$ cat config.mk
export PLATFORM = sky130hd
export DESIGN_NAME = clock_field_editor
export DESIGN_NICKNAME = d
export VERILOG_FILES = /design/src/rtl/clock_field_editor.sv
export SDC_FILE = /design/constraint.sdc
export NUM_CORES = 1
export LEC_CHECK = 0
export CORE_MARGIN = 4
export CORE_UTILIZATION = 50
export DETAILED_ROUTE_END_ITERATION = 16
export GPL_ROUTABILITY_DRIVEN = 0
export HOLD_SLACK_MARGIN = 0.06
export MAX_ROUTING_LAYER = met4
export PLACE_DENSITY = 0.81
export SYNTH_ARGS = -nofsm -noshare
export SYNTH_HDL_FRONTEND = slang
export SYNTH_SLANG_ARGS = --single-unit
$ cat constraint.sdc
create_clock -name clk -period 1.95 [get_ports clk]
set_input_delay 0.2925 -clock clk [delete_from_list [all_inputs] [get_ports clk]]
set_output_delay 0.2925 -clock clk [all_outputs]
set_load 0.01 [all_outputs]
$ cat src/rtl/clock_field_editor.sv
// Front-panel edit controller: mode/field selection, edge-detected buttons,
// change-button auto-repeat, idle timeout back to run mode.
module clock_field_editor #(
  parameter int unsigned N_MODES     = 3,
  parameter int unsigned N_FIELDS    = 2,
  parameter int unsigned TIMEOUT_CYC = 50000000,
  parameter int unsigned REPEAT_DLY  = 25000000,
  parameter int unsigned REPEAT_RATE = 5000000,
  localparam int unsigned MODE_W  = ($clog2(N_MODES) > 0) ? $clog2(N_MODES) : 1,
  localparam int unsigned FIELD_W = ($clog2(N_FIELDS) > 0) ? $clog2(N_FIELDS) : 1,
  localparam int unsigned N_INC   = (N_MODES - 1) * N_FIELDS
) (
  input  logic               clk,
  input  logic               rst,
  input  logic               mode_btn,
  input  logic               turn_btn,
  input  logic               change_btn,
  output logic [MODE_W-1:0]  mode_o,
  output logic [FIELD_W-1:0] field_o,
  output logic [N_INC-1:0]   inc_o,
  output logic [N_FIELDS-1:0] field_led,
  output logic               editing
);

  localparam int unsigned REP_MAX = (REPEAT_DLY > REPEAT_RATE) ? REPEAT_DLY : REPEAT_RATE;
  localparam int unsigned REP_W   = $clog2(REP_MAX + 1);
  localparam int unsigned IDLE_W  = (TIMEOUT_CYC > 1) ? $clog2(TIMEOUT_CYC) : 1;
  localparam logic [IDLE_W-1:0]  IDLE_MAX  = IDLE_W'((TIMEOUT_CYC == 0) ? 0 : TIMEOUT_CYC - 1);
  localparam logic [MODE_W-1:0]  MODE_LAST = MODE_W'(N_MODES - 1);
  localparam logic [FIELD_W-1:0] FIELD_LAST = FIELD_W'(N_FIELDS - 1);
  localparam logic [REP_W-1:0]   REP_DLY_C  = REP_W'(REPEAT_DLY);
  localparam logic [REP_W-1:0]   REP_RATE_C = REP_W'(REPEAT_RATE);

  logic mode_prev, turn_prev, change_prev;
  logic [REP_W-1:0]  rep_cnt, rep_cnt_nxt;
  logic              repeating, repeating_nxt;
  logic [IDLE_W-1:0] idle_cnt, idle_cnt_nxt;
  logic [MODE_W-1:0] mode_nxt;
  logic [FIELD_W-1:0] field_nxt;
  logic [N_INC-1:0]  inc_nxt;
  logic [N_FIELDS-1:0] led_nxt;
  logic              editing_nxt;
  logic              press_m, press_t, press_c, fire;
  logic [REP_W-1:0]  rep_thr;
  int unsigned       inc_idx;

  // Next-state decode: press priority, auto-repeat, idle timeout
  always_comb begin
    press_m       = mode_btn & ~mode_prev;
    press_t       = turn_btn & ~turn_prev;
    press_c       = change_btn & ~change_prev;
    mode_nxt      = mode_o;
    field_nxt     = field_o;
    rep_cnt_nxt   = rep_cnt;
    repeating_nxt = repeating;
    idle_cnt_nxt  = idle_cnt;
    fire          = 1'b0;
    rep_thr       = repeating ? REP_RATE_C : REP_DLY_C;
    inc_idx       = (32'(mode_o) - 32'd1) * N_FIELDS + 32'(field_o);

    if (press_m) begin
      mode_nxt      = (mode_o == MODE_LAST) ? '0 : mode_o + MODE_W'(1);
      field_nxt     = '0;
      rep_cnt_nxt   = '0;
      repeating_nxt = 1'b0;
      idle_cnt_nxt  = '0;
    end else if (editing) begin
      if (press_c) begin
        fire          = 1'b1;
        rep_cnt_nxt   = (REPEAT_DLY != 0) ? REP_W'(1) : '0;
        repeating_nxt = 1'b0;
      end else if (rep_cnt != '0) begin
        if (!change_btn) begin
          rep_cnt_nxt   = '0;
          repeating_nxt = 1'b0;
        end else if (rep_cnt == rep_thr) begin
          fire          = 1'b1;
          rep_cnt_nxt   = REP_W'(1);
          repeating_nxt = 1'b1;
        end else begin
          rep_cnt_nxt = rep_cnt + REP_W'(1);
        end
      end
      // Turn advances after the pulse has already been routed to the old field
      if (press_t) begin
        field_nxt     = (field_o == FIELD_LAST) ? '0 : field_o + FIELD_W'(1);
        rep_cnt_nxt   = '0;
        repeating_nxt = 1'b0;
      end
      if (press_t || press_c || fire) begin
        idle_cnt_nxt = '0;
      end else if (TIMEOUT_CYC == 0) begin
        idle_cnt_nxt = '0;
      end else if (idle_cnt == IDLE_MAX) begin
        mode_nxt      = '0;
        field_nxt     = '0;
        idle_cnt_nxt  = '0;
        rep_cnt_nxt   = '0;
        repeating_nxt = 1'b0;
      end else begin
        idle_cnt_nxt = idle_cnt + IDLE_W'(1);
      end
    end else begin
      rep_cnt_nxt   = '0;
      repeating_nxt = 1'b0;
      idle_cnt_nxt  = '0;
    end

    for (int unsigned i = 0; i < N_INC; i++) begin
      inc_nxt[i] = fire && (i == inc_idx);
    end
    editing_nxt = (mode_nxt != '0);
    led_nxt     = editing_nxt ? (N_FIELDS'(1) << field_nxt) : '0;
  end

  // State and registered outputs; button history presets to 1 on reset
  always_ff @(posedge clk) begin
    if (rst) begin
      mode_prev   <= 1'b1;
      turn_prev   <= 1'b1;
      change_prev <= 1'b1;
      mode_o      <= '0;
      field_o     <= '0;
      inc_o       <= '0;
      field_led   <= '0;
      editing     <= 1'b0;
      rep_cnt     <= '0;
      repeating   <= 1'b0;
      idle_cnt    <= '0;
    end else begin
      mode_prev   <= mode_btn;
      turn_prev   <= turn_btn;
      change_prev <= change_btn;
      mode_o      <= mode_nxt;
      field_o     <= field_nxt;
      inc_o       <= inc_nxt;
      field_led   <= led_nxt;
      editing     <= editing_nxt;
      rep_cnt     <= rep_cnt_nxt;
      repeating   <= repeating_nxt;
      idle_cnt    <= idle_cnt_nxt;
    end
  end

endmodule

# After elaboration in Yosys (flattened, before gate mapping)
# Index checks and enable logic that the tools add are counted.
[totals]
register_bits = 65
latchBits = 0
ramBits = 0
mem_bits_ro = 0
inputBits = 5
output_inout_bits = 10
word_cells = 78
mem_count = 0
[op_classes]
add_sub_neg = 6
multipliers = 0
n_div = 0
order_cmp = 0
n_eq_ne = 6
n_shift = 1
mux = 34
bitwise = 8
n_reduce_logical = 12
[ops]
columns = ["cell", "count"]
rows = [
  ["25-bit two-way mux", 8],
  ["2-bit by 32-bit == test with 1-bit output (first input constant)", 2],
  ["1-bit by 32-bit == test with 1-bit output (first input constant)", 1],
  ["32-bit logical NOT", 1],
  ["26-bit by 1-bit adder with 26-bit output (second input constant)", 1],
  ["26-bit == test (second input constant)", 1],
  ["25-bit by 1-bit adder with 25-bit output (second input constant)", 1],
  ["25-bit == test", 1],
  ["25-bit nonzero test", 1],
  ["1-bit two-way mux", 21],
  ["2-bit two-way mux", 5],
  ["4-bit by 2-bit adder with 5-bit output", 1],
  ["1-bit inverter", 5],
  ["5-bit OR reduction", 1],
  ["1-bit logical AND", 4],
  ["1-bit AND", 3],
  ["3-bit OR reduction", 1],
  ["2-bit by 1-bit subtractor with 3-bit output (second input constant)", 1],
  ["2-bit by 1-bit adder with 2-bit output (second input constant)", 1],
  ["2-bit == test (second input constant)", 1],
  ["1-bit logical OR", 2],
  ["2-bit nonzero test", 1],
  ["2-bit OR reduction", 1],
  ["1-bit by 1-bit << shifter with 2-bit output (first input constant)", 1],
  ["1-bit adder (second input constant)", 1],
]

# Longest topological paths before layout
# Gate-level depths: netlist of the first run.
[depth]
ltp_word = 15
ltp_mapped = 9
mapped_depth_nobuf = 7

# Least setup slack after synthesis of the first run
# OpenSTA, ideal clock, no wires.
[synth_path]
path_kind = "register to register"
startpoint = "register rep_cnt[0]"
endpoint = "register rep_cnt[10]"
setup_time_ps = 132
arrival_ps = 1866
required_ps = 1818
setup_slack_ps = -48
stages_incl_launch_ff = 9
path_buffers = 1
period_less_slack_ps = 1998
cell_sequence = "dfxtp_1 > inv_1 > ha_1 > nor4b_1 > nand3_1 > or4_4 > a31oi_4 > buf_4 > nor3_1"
[synth_via]
elab_chain_len = 9
word_cells_on_any_way = 17
cone_classes = "1 x add/sub; 1 x eq/ne; 13 x mux; 2 x reduce/logical"
[synth_lines]
columns = ["element", "line", "source"]
rows = [
  ["start, declared", "35", "logic [REP_W-1:0] rep_cnt, rep_cnt_nxt;"],
  ["start signal, assigned", "139", "rep_cnt <= rep_cnt_nxt;"],
  ["branches (longest 8 deep; another with 25-bit by 1-bit adder with 25-bit output)", "-", ""],
  ["25-bit two-way mux (*)", "90", "if (press_t || press_c || fire) begin"],
]
# Mark *: on every way between the ends. The select of a mux whose other input is x is not followed.
# A chain may end at the register's enable or synchronous reset.

# Worst setup path after layout of the first run
[layout_path]
startpoint = "register rep_cnt[1]"
endpoint = "register rep_cnt[20]"
# Same word-level chain as after synthesis.

==> flow_summary.ini, run 1 <==
[clock_network]
insertion_delay_ns = 0.35
tritoncts = yes
clockBufferDepth = 2
holdBufCountCts = 0
cts_buffers = 9
clock-sinks = 65
clkTransAtPathRegs_ns = 0.08
root_buffer = clkbuf_8
htree_levels = 3

[synthesis]
synth_area_per_cell_um2 = 8.75
syn_inst = 348
yosysWarnings = 0
synth.distinct_cells = 42
async_flop_share_pct = 0
syn_nets = 358
synth_flop_cell = dfxtp_1
ys_seq_area_share_pct = 42.7
synthesis.area_um2 = 3040
synth-edff-count = 0
ys_ff_latch = 65

[critical_path]
critPathRequiredTime_ns = 2.18
cp-start-kind = flip-flop
worstPathMaxFanout = 5
rr_worst_depth = 9
end_kind = flip-flop
r2r_setup_slack_ns = -0.13
critPathKind = flip-flop to flip-flop
cp_data_arrival_time_ns = 2.30

[power_and_ir_drop]
power.total_mw = 2.63
p_leak_nw = 1.40
peakVddDrop_mv = 0.740
powerDensity_nw_per_um2 = 652

[flow_run]
max-cap-violations = 0

[floorplanning]
start_util_pct = 51.4
die_w_um = 86.0
ios = 15
die_area_um2 = 7400
rows = 28
core_area_um2 = 5920
die_h_um = 86.0

[route]
via_count = 2773
antenna_left = 0
drtPass1Iterations = 5
wl_per_cell_um = 15.3
drt_wl_total_um = 7510
viasPerCell = 5.64
dr.first_iter.drc_count = 223
drc = 0

[timing]
max_slew_margin_pct = 72.8
min_period_ns = 2.08
setup_ws_ns = -0.126
worst_pin_slew_ns = 0.404
min_period_over_period_pct = 106
rsz0062_at_grt = yes
fin_skew_ns = 0.0146
finalHoldViolCount = 0
fmax_mhz = 482
setup_viol = 23
drv_slew = 0

[layout]
multiInputGateArea_um2 = 1780
drive_above_1_share_pct = 25.7
fill_cells = 430
regArea_um2 = 1320
fin_nets = 422
area_growth_pct = 32.5
diodes = 0

[grt]
grt_pass1_wl_um = 12100
antenna_found_initial = 0
grt.overflow.total = 0
grt_pass1_vias = 2723
grt_use_total_pct = 20.8
grt_max_degree = 27

[placed_design]
hpwl_um = 4660
post-place-ws_ns = -0.0988
portBuffers = 14

[worst_hold_path]
min_path_cells = 1
hold_class = flip-flop to flip-flop

[outcome]
violations = setup timing
status = finished with violations
report_power, final:
group / total [mW] / switching [mW] / internal (mW)
Sequential: 1.34 / 0.00709 / 1.33
Clock: 1.16 / 0.564 / 0.600
Combinational: 0.126 / 0.0593 / 0.0666
Total: 2.63 / 0.631 / 2.00
flip-flops by register name, indices dropped and copies added, names as in the netlist:
| signal | flops |
|---|---|
| change_prev | 1 |
| editing | 1 |
| field_led | 2 |
| field_o | 1 |
| idle_cnt | 26 |
| inc_o | 4 |
| mode_o | 2 |
| mode_prev | 1 |
| rep_cnt | 25 |
| repeating | 1 |
| turn_prev | 1 |
layout make-up:
class / instances / share of cell area (%)
multi-input combinational: 261 / 44.2
sequential: 65 / 32.6
timing repair buffer: 66 / 15.0
clock buffer: 9 / 3.07
tap: 75 / 2.33
clock inverter: 7 / 1.92
inverter: 9 / 0.837
timing repair:
item / CTS / global route
pin swaps: 3 / 4
resized for setup: 13 / 27
buffers inserted: 3 / 4
endpoints found under the setup margin: 49 / 59
cloned: 1 / 1
cells in the final DEF (no fill, tap or decap), types with 9 or more instances in the layout:
master,Yosys,final
nand4_1,19,19
xnor2_1,12,12
nand2_1,23,23
clkbuf_8,0,9
nor3_1,27,25
buf_4,2,45
xor2_1,35,35
clkdlybuf4s50_1,0,14
dfxtp_1,65,57
nor2_1,46,45
nand3_1,25,24
routing by layer:
metal | GRT usage (%) | routed length [um] | share of wire (%) | up-vias
met1 | 23.1 | 3140 | 42 | 1307
li1 | - | - | - | 1363
met3 | 4.90 | 317 | 4.2 | 15
met5 | - | 0 | 0 | -
met4 | 8.63 | 121 | 1.6 | 0
met2 | 35.5 | 3930 | 52 | 88
cells by family (layout without fill, tap and decap cells):
family	count (synthesis)	count (layout)	share of synthesized area (%)
AO/OA/AOI/OAI	16	16	4.36
XOR/XNOR	47	47	13.5
adder cells (fa/ha/maj)	5	5	2.06
buffers and inverters	22	91	3.08
flip-flops	65	65	42.7
multiplexers	1	1	0.329
AND/OR/NAND/NOR	192	192	33.9
through the flow:
step                      TNS, ns  instance area (um^2)  instances  hold slack [ns]  utilization (%)
final                       -2.23                  4030        492            0.418             68.1
after CTS                  -0.485                  3890        487            0.459             65.8
after global placement      -1.08                  3570        467            0.431             60.2
after floorplan                 0                  3050        348            0.399                -
after global routing        -4.84                  4030        492            0.433             68.1
after detailed placement    -1.91                  3570        467            0.447             60.2
final timing paths:
check	from	to
setup / recovery	rep_cnt[1]	rep_cnt[20]
hold / removal	idle_cnt[0]	idle_cnt[0]
setup reg to reg	rep_cnt[1]	rep_cnt[20]
hold reg to reg	idle_cnt[0]	idle_cnt[0]
cells in the mapped netlist (all sizes together) (3+ instances only):
master  count  area (um^2)
nand2      23         86.3
o22ai       3         18.8
nor4b       3         26.3
and4        4         35.0
o41ai       3         26.3
nand3b      3         22.5
xor2       35          307
nor4       12         93.8
or2         7         43.8
nand2b      4         25.0
nand3      25          125
nor3       28          145
and3        5         31.3
dfxtp      65         1300
inv         9         33.8
nor2b       3         18.8
buf         5         30.0
clkbuf      8         30.0
nand4      19          119
or4         3         26.3
nor2       46          173
ha          5         62.6
xnor2      12          105
worst max-delay path, cell delays in order (launching register included):
cell       delay [ns]
dfxtp_2          0.33
inv_2            0.06
ha_2             0.17
nor4b_4          0.21
nand3_2          0.16
or4_4            0.48
a31oi_4          0.22
buf_6            0.15
clkbuf_16        0.14
nor3_1           0.05
Power figures use the tool's default switching activity.
==> inputs of run 2 (changes only) <==
--- a/config.mk
+++ b/config.mk
@@ -5,6 +5,7 @@
 export SDC_FILE = /design/constraint.sdc
 export NUM_CORES = 1
 export LEC_CHECK = 0
+export CAP_MARGIN = 20
 export CORE_MARGIN = 4
 export CORE_UTILIZATION = 50
 export DETAILED_ROUTE_END_ITERATION = 16
@@ -12,6 +13,7 @@
 export HOLD_SLACK_MARGIN = 0.06
 export MAX_ROUTING_LAYER = met4
 export PLACE_DENSITY = 0.81
+export SLEW_MARGIN = 20
 export SYNTH_ARGS = -nofsm -noshare
 export SYNTH_HDL_FRONTEND = slang
 export SYNTH_SLANG_ARGS = --single-unit
==> constraint.sdc (replaced) <==
create_clock -name clk -period 1.95 [get_ports clk]
set_input_delay 0.2925 -clock clk [delete_from_list [all_inputs] [get_ports clk]]
set_output_delay 0.2925 -clock clk [all_outputs]
set_load 0.02 [all_outputs]
==> flow_summary.ini, run 2 (same netlist as run 1, synthesis figures left out) <==
[outcome]
status = finished with violations
violations = setup timing

[route]
drt_wl_total_um = 6850
viasPerCell = 5.62
drc = 0
dr.first_iter.drc_count = 209
wl_per_cell_um = 14.2
antenna_left = 0
via_count = 2703
drtPass1Iterations = 4

[power_and_ir_drop]
power.internal_mw = 2.08
peakVddDrop_mv = 0.650
combPwrFrac_pct = 3.8
p_clk_share_pct = 45.4
switchingPower_uw = 567
seqPwrFrac_pct = 50.8
powerDensity_nw_per_um2 = 688
sw_frac_of_total_pct = 21.4
p_leak_nw = 1.31

[grt]
grt.overflow.total = 0
antenna_found_initial = 0
grt_max_degree = 27
grt_use_total_pct = 20.2
grt_pass1_wl_um = 11700
grt_pass1_vias = 2630

[worst_hold_path]
hold_class = flip-flop to flip-flop
min_path_cells = 1
min-delay-start = idle_cnt[0]
whs_endpoint = idle_cnt[0]

[timing]
min_period_ns = 2.02
fmax_mhz = 495
worst_pin_slew_ns = 0.512
fin_skew_ns = 0.00583
finalHoldViolCount = 0
setup_viol = 21
rsz0062_at_grt = yes
min_period_over_period_pct = 104
max_slew_margin_pct = 65.5
drv_slew = 0
setup_ws_ns = -0.0721

[floorplanning]
die_area_um2 = 7400
ios = 15
die_h_um = 86.0
core_area_um2 = 5920
die_w_um = 86.0
start_util_pct = 51.4
rows = 28

[critical_path]
critPathRequiredTime_ns = 2.17
critPathKind = flip-flop to flip-flop
cp-start-kind = flip-flop
r2r-start = rep_cnt[24]
r2r_end = rep_cnt[18]
cp_data_arrival_time_ns = 2.25
worstPathMaxFanout = 21
end_kind = flip-flop
r2r_setup_slack_ns = -0.07
rr_worst_depth = 6

[layout]
diodes = 0
fill_cells = 448
largest_registers = idle_cnt x26, rep_cnt x25, inc_o x4
layout_common_cells = dfxtp_1 (62), nor2_1 (46), buf_4 (39)
area_growth_pct = 26.3
regArea_um2 = 1310
stdcell_count = 481
post-route-cell-area_um2 = 3840
layout_commonest_cell = dfxtp_1
drive_above_1_share_pct = 19.5
fin_nets = 411
largest_register_ffs = 26
finish.utilization_pct = 64.9
multiInputGateArea_um2 = 1730
regMostFlops = idle_cnt

[clock_network]
clkTransAtPathRegs_ns = 0.06
insertion_delay_ns = 0.35
root_buffer = clkbuf_8
holdBufCountCts = 0
tritoncts = yes
clockBufferDepth = 2
htree_levels = 3
cts_setup_buffers = 0
cts_buffers = 9
clock-sinks = 65

[placed_design]
portBuffers = 14
hpwl_um = 4500
place_area_um2 = 3550
dp_cells = 465

[flow_run]
max-cap-violations = 0
[run 2: area by class of cell]
cell class                      count  area share, %
Timing Repair Buffer               55           12.3
Sequential cell                    65           33.9
Tap cell                           75           2.44
Multi-Input combinational cell    261           45.0
Inverter                            9          0.879
Clock buffer                       14           4.49
Clock inverter                      2          0.911
[run 2: per-stage QoR]
| step | TNS, ns | hold slack, ns | setup WS (ns) | power, mW |
|---|---|---|---|---|
| 2_1_floorplan | 0 | 0.399 | 0.0277 | 1.43 |
| 3_3_place_gp | -2.10 | 0.431 | -0.105 | 1.47 |
| 3_5_place_dp | -3.60 | 0.454 | -0.144 | 1.47 |
| 6_report | -1.31 | 0.464 | -0.0721 | 2.65 |
| 5_1_grt | -3.18 | 0.485 | -0.137 | 2.72 |
| 4_1_cts | -0.111 | 0.470 | -0.0217 | 2.65 |
[run 2: power by group through the flow]
stage                     logic, mW  registers, mW  clock network [mW]
after floorplan              0.0537           1.38                   0
after global placement       0.0972           1.37                   0
after detailed placement     0.0988           1.37                   0
after CTS                     0.100           1.34                1.21
after global routing          0.109           1.34                1.27
final                         0.100           1.34                1.20
[run 2: what timing repair did]
| action | in CTS | in global routing |
|---|---|---|
| cloned | 0 | 0 |
| resized for setup | 11 | 5 |
| endpoints found under the setup margin | 53 | 60 |
| pin swaps | 2 | 3 |
| hold endpoints to repair | 0 | 0 |
[run 2: how the worst max path moves through the flow]
stage                      startpoint  depth (start not counted)           end
after floorplan            rep_cnt[0]                          9  idle_cnt[10]
final                     rep_cnt[24]                          6   rep_cnt[18]
after CTS                  rep_cnt[9]                          6    rep_cnt[6]
after global routing      rep_cnt[24]                          6   rep_cnt[19]
after global placement     change_btn                          6      inc_o[0]
after detailed placement   change_btn                          6      inc_o[0]
[run 2: layer usage]
layer | up-vias | routed length (um) | track usage (%)
li1 | 1339 | - | -
met1 | 1274 | 2970 | 23.4
met2 | 71 | 3340 | 33.2
met3 | 19 | 333 | 3.27
met4 | 0 | 206 | 11.5
met5 | - | 0 | -
[run 2: critical path, stage by stage (launching register included)]
cell     delay, ns
dfxtp_1       0.46
and3b_1       0.24
a32oi_2       0.16
or4_4         0.59
a31oi_4       0.20
buf_12        0.18
nor3_1        0.06
==> inputs of run 3 (changes only) <==
--- a/config.mk
+++ b/config.mk
@@ -10,6 +10,7 @@
 export CORE_UTILIZATION = 50
 export DETAILED_ROUTE_END_ITERATION = 16
 export GPL_ROUTABILITY_DRIVEN = 0
+export GPL_TIMING_DRIVEN = 0
 export HOLD_SLACK_MARGIN = 0.06
 export MAX_ROUTING_LAYER = met4
 export PLACE_DENSITY = 0.81
==> flow_summary.ini, run 3 (same netlist as run 1, synthesis figures left out) <==
[outcome]
status = finished with violations
violations = setup timing

[placed_design]
portBuffers = 12
dp_cells = 435
hpwl_um = 4220

[grt]
grt_use_total_pct = 20.7
grt_max_degree = 12
grt.overflow.total = 0
antenna_found_initial = 0
grt_pass1_wl_um = 11900
grt_pass1_vias = 2626

[power_and_ir_drop]
power.internal_mw = 1.96
switchingPower_uw = 589
powerDensity_nw_per_um2 = 641
power.total_mw = 2.55
seqPwrFrac_pct = 52.3
peakVddDrop_mv = 0.710
p_clk_share_pct = 43.3
p_leak_nw = 1.42
combPwrFrac_pct = 4.5
sw_frac_of_total_pct = 23.1

[critical_path]
rr_worst_depth = 9
end_kind = flip-flop
r2r_end = rep_cnt[3]
r2r_setup_slack_ns = -0.20
cp_data_arrival_time_ns = 2.39
r2r-start = rep_cnt[0]
critPathKind = flip-flop to flip-flop
critPathRequiredTime_ns = 2.19
worstPathMaxFanout = 10
cp-start-kind = flip-flop

[layout]
fin_nets = 413
largest_register_ffs = 26
regMostFlops = idle_cnt
regArea_um2 = 1330
diodes = 0
stdcell_count = 482
drive_above_1_share_pct = 24.1
fill_cells = 416
layout_commonest_cell = dfxtp_1
area_growth_pct = 30.7
largest_registers = idle_cnt x26, rep_cnt x25, inc_o x4
multiInputGateArea_um2 = 1830
layout_common_cells = dfxtp_1 (53), nor2_1 (44), xor2_1 (35)

[worst_hold_path]
hold_class = primary input to flip-flop
whs_endpoint = mode_o[1]
min-delay-start = rst
min_path_cells = 2

[route]
via_count = 2813
viasPerCell = 5.84
antenna_left = 0
drtPass1Iterations = 4
dr.first_iter.drc_count = 268
drt_wl_total_um = 7970
wl_per_cell_um = 16.5
drc = 0

[clock_network]
htree_levels = 3
insertion_delay_ns = 0.35
tritoncts = yes
clock-sinks = 65
cts_buffers = 9
clockBufferDepth = 2
holdBufCountCts = 0
root_buffer = clkbuf_8
clkTransAtPathRegs_ns = 0.07

[floorplanning]
start_util_pct = 51.4
die_h_um = 86.0
core_area_um2 = 5920
die_area_um2 = 7400
rows = 28
die_w_um = 86.0
ios = 15

[flow_run]
max-cap-violations = 0

[timing]
fmax_mhz = 464
setup_ws_ns = -0.203
min_period_over_period_pct = 110
fin_skew_ns = 0.0116
finalHoldViolCount = 0
drv_slew = 0
setup_viol = 49
min_period_ns = 2.15
worst_pin_slew_ns = 0.577
max_slew_margin_pct = 61.2
finalSetupTns_ns = -3.35
rsz0062_at_grt = yes
## run 3: final cells by class
cell class / instances / area share [%]
plain buffers: 12 / 2.33
clock buffers: 10 / 3.21
clock inverters: 5 / 1.45
inverters: 9 / 0.849
multi-input cells: 261 / 46.1
flip-flops and latches: 65 / 33.5
well taps: 75 / 2.36
repair buffers: 45 / 10.2
## run 3: critical path, cell delays in order, from the launching register on
cell and delay [ns]:
dfxtp_4 0.35, inv_2 0.04, ha_2 0.17, nor4b_4 0.23
nand3_2 0.16, buf_4 0.18, nor3_1 0.29, a31oi_4 0.10
buf_6 0.20, nor3_1 0.30
## run 3: power by group through the flow
stage | logic [mW] | registers, mW | clock network (mW)
2_1_floorplan | 0.0537 | 1.38 | 0
3_3_place_gp | 0.0851 | 1.37 | 0
3_5_place_dp | 0.0869 | 1.37 | 0
4_1_cts | 0.0997 | 1.34 | 1.12
5_1_grt | 0.122 | 1.33 | 1.18
6_report | 0.114 | 1.33 | 1.10
## run 3: repair_timing
item / 4_1_cts / 5_1_grt
gates resized for setup: 43 / 22
endpoints found under the setup margin: 58 / 61
gates cloned: 1 / 2
setup buffers: 17 / 13
pin swaps: 10 / 11
## run 3: metrics by stage
| step | util (%) | instance area, um^2 | worst slack, ns | hold WS (ns) |
|---|---|---|---|---|
| 2_1_floorplan | - | 3050 | 0.0277 | 0.399 |
| 3_3_place_gp | 55.2 | 3270 | -0.418 | 0.433 |
| 3_5_place_dp | 55.2 | 3270 | -0.477 | 0.444 |
| 4_1_cts | 63.7 | 3770 | -0.0512 | 0.376 |
| 5_1_grt | 67.2 | 3980 | -0.291 | 0.428 |
| 6_report | 67.2 | 3980 | -0.203 | 0.374 |
## run 3: worst max path at each step
stage,to,cells after the start,from,slack [ns]
after detailed placement,idle_cnt[5],9,rep_cnt[0],-0.48
after floorplan,idle_cnt[10],9,rep_cnt[0],0.03
after global placement,idle_cnt[5],9,rep_cnt[0],-0.42
after CTS,rep_cnt[10],8,rep_cnt[0],-0.05
after global routing,rep_cnt[3],9,rep_cnt[1],-0.29
final,rep_cnt[3],9,rep_cnt[0],-0.20
## run 3: routing by layer
metal | GRT usage (%) | vias up | routed length, um | part of all wire, %
li1 | - | 1342 | - | -
met1 | 22.8 | 1340 | 3210 | 40
met2 | 34.2 | 95 | 4060 | 51
met3 | 7.30 | 36 | 397 | 5.0
met4 | 7.91 | 0 | 301 | 3.8
met5 | - | - | 0 | 0
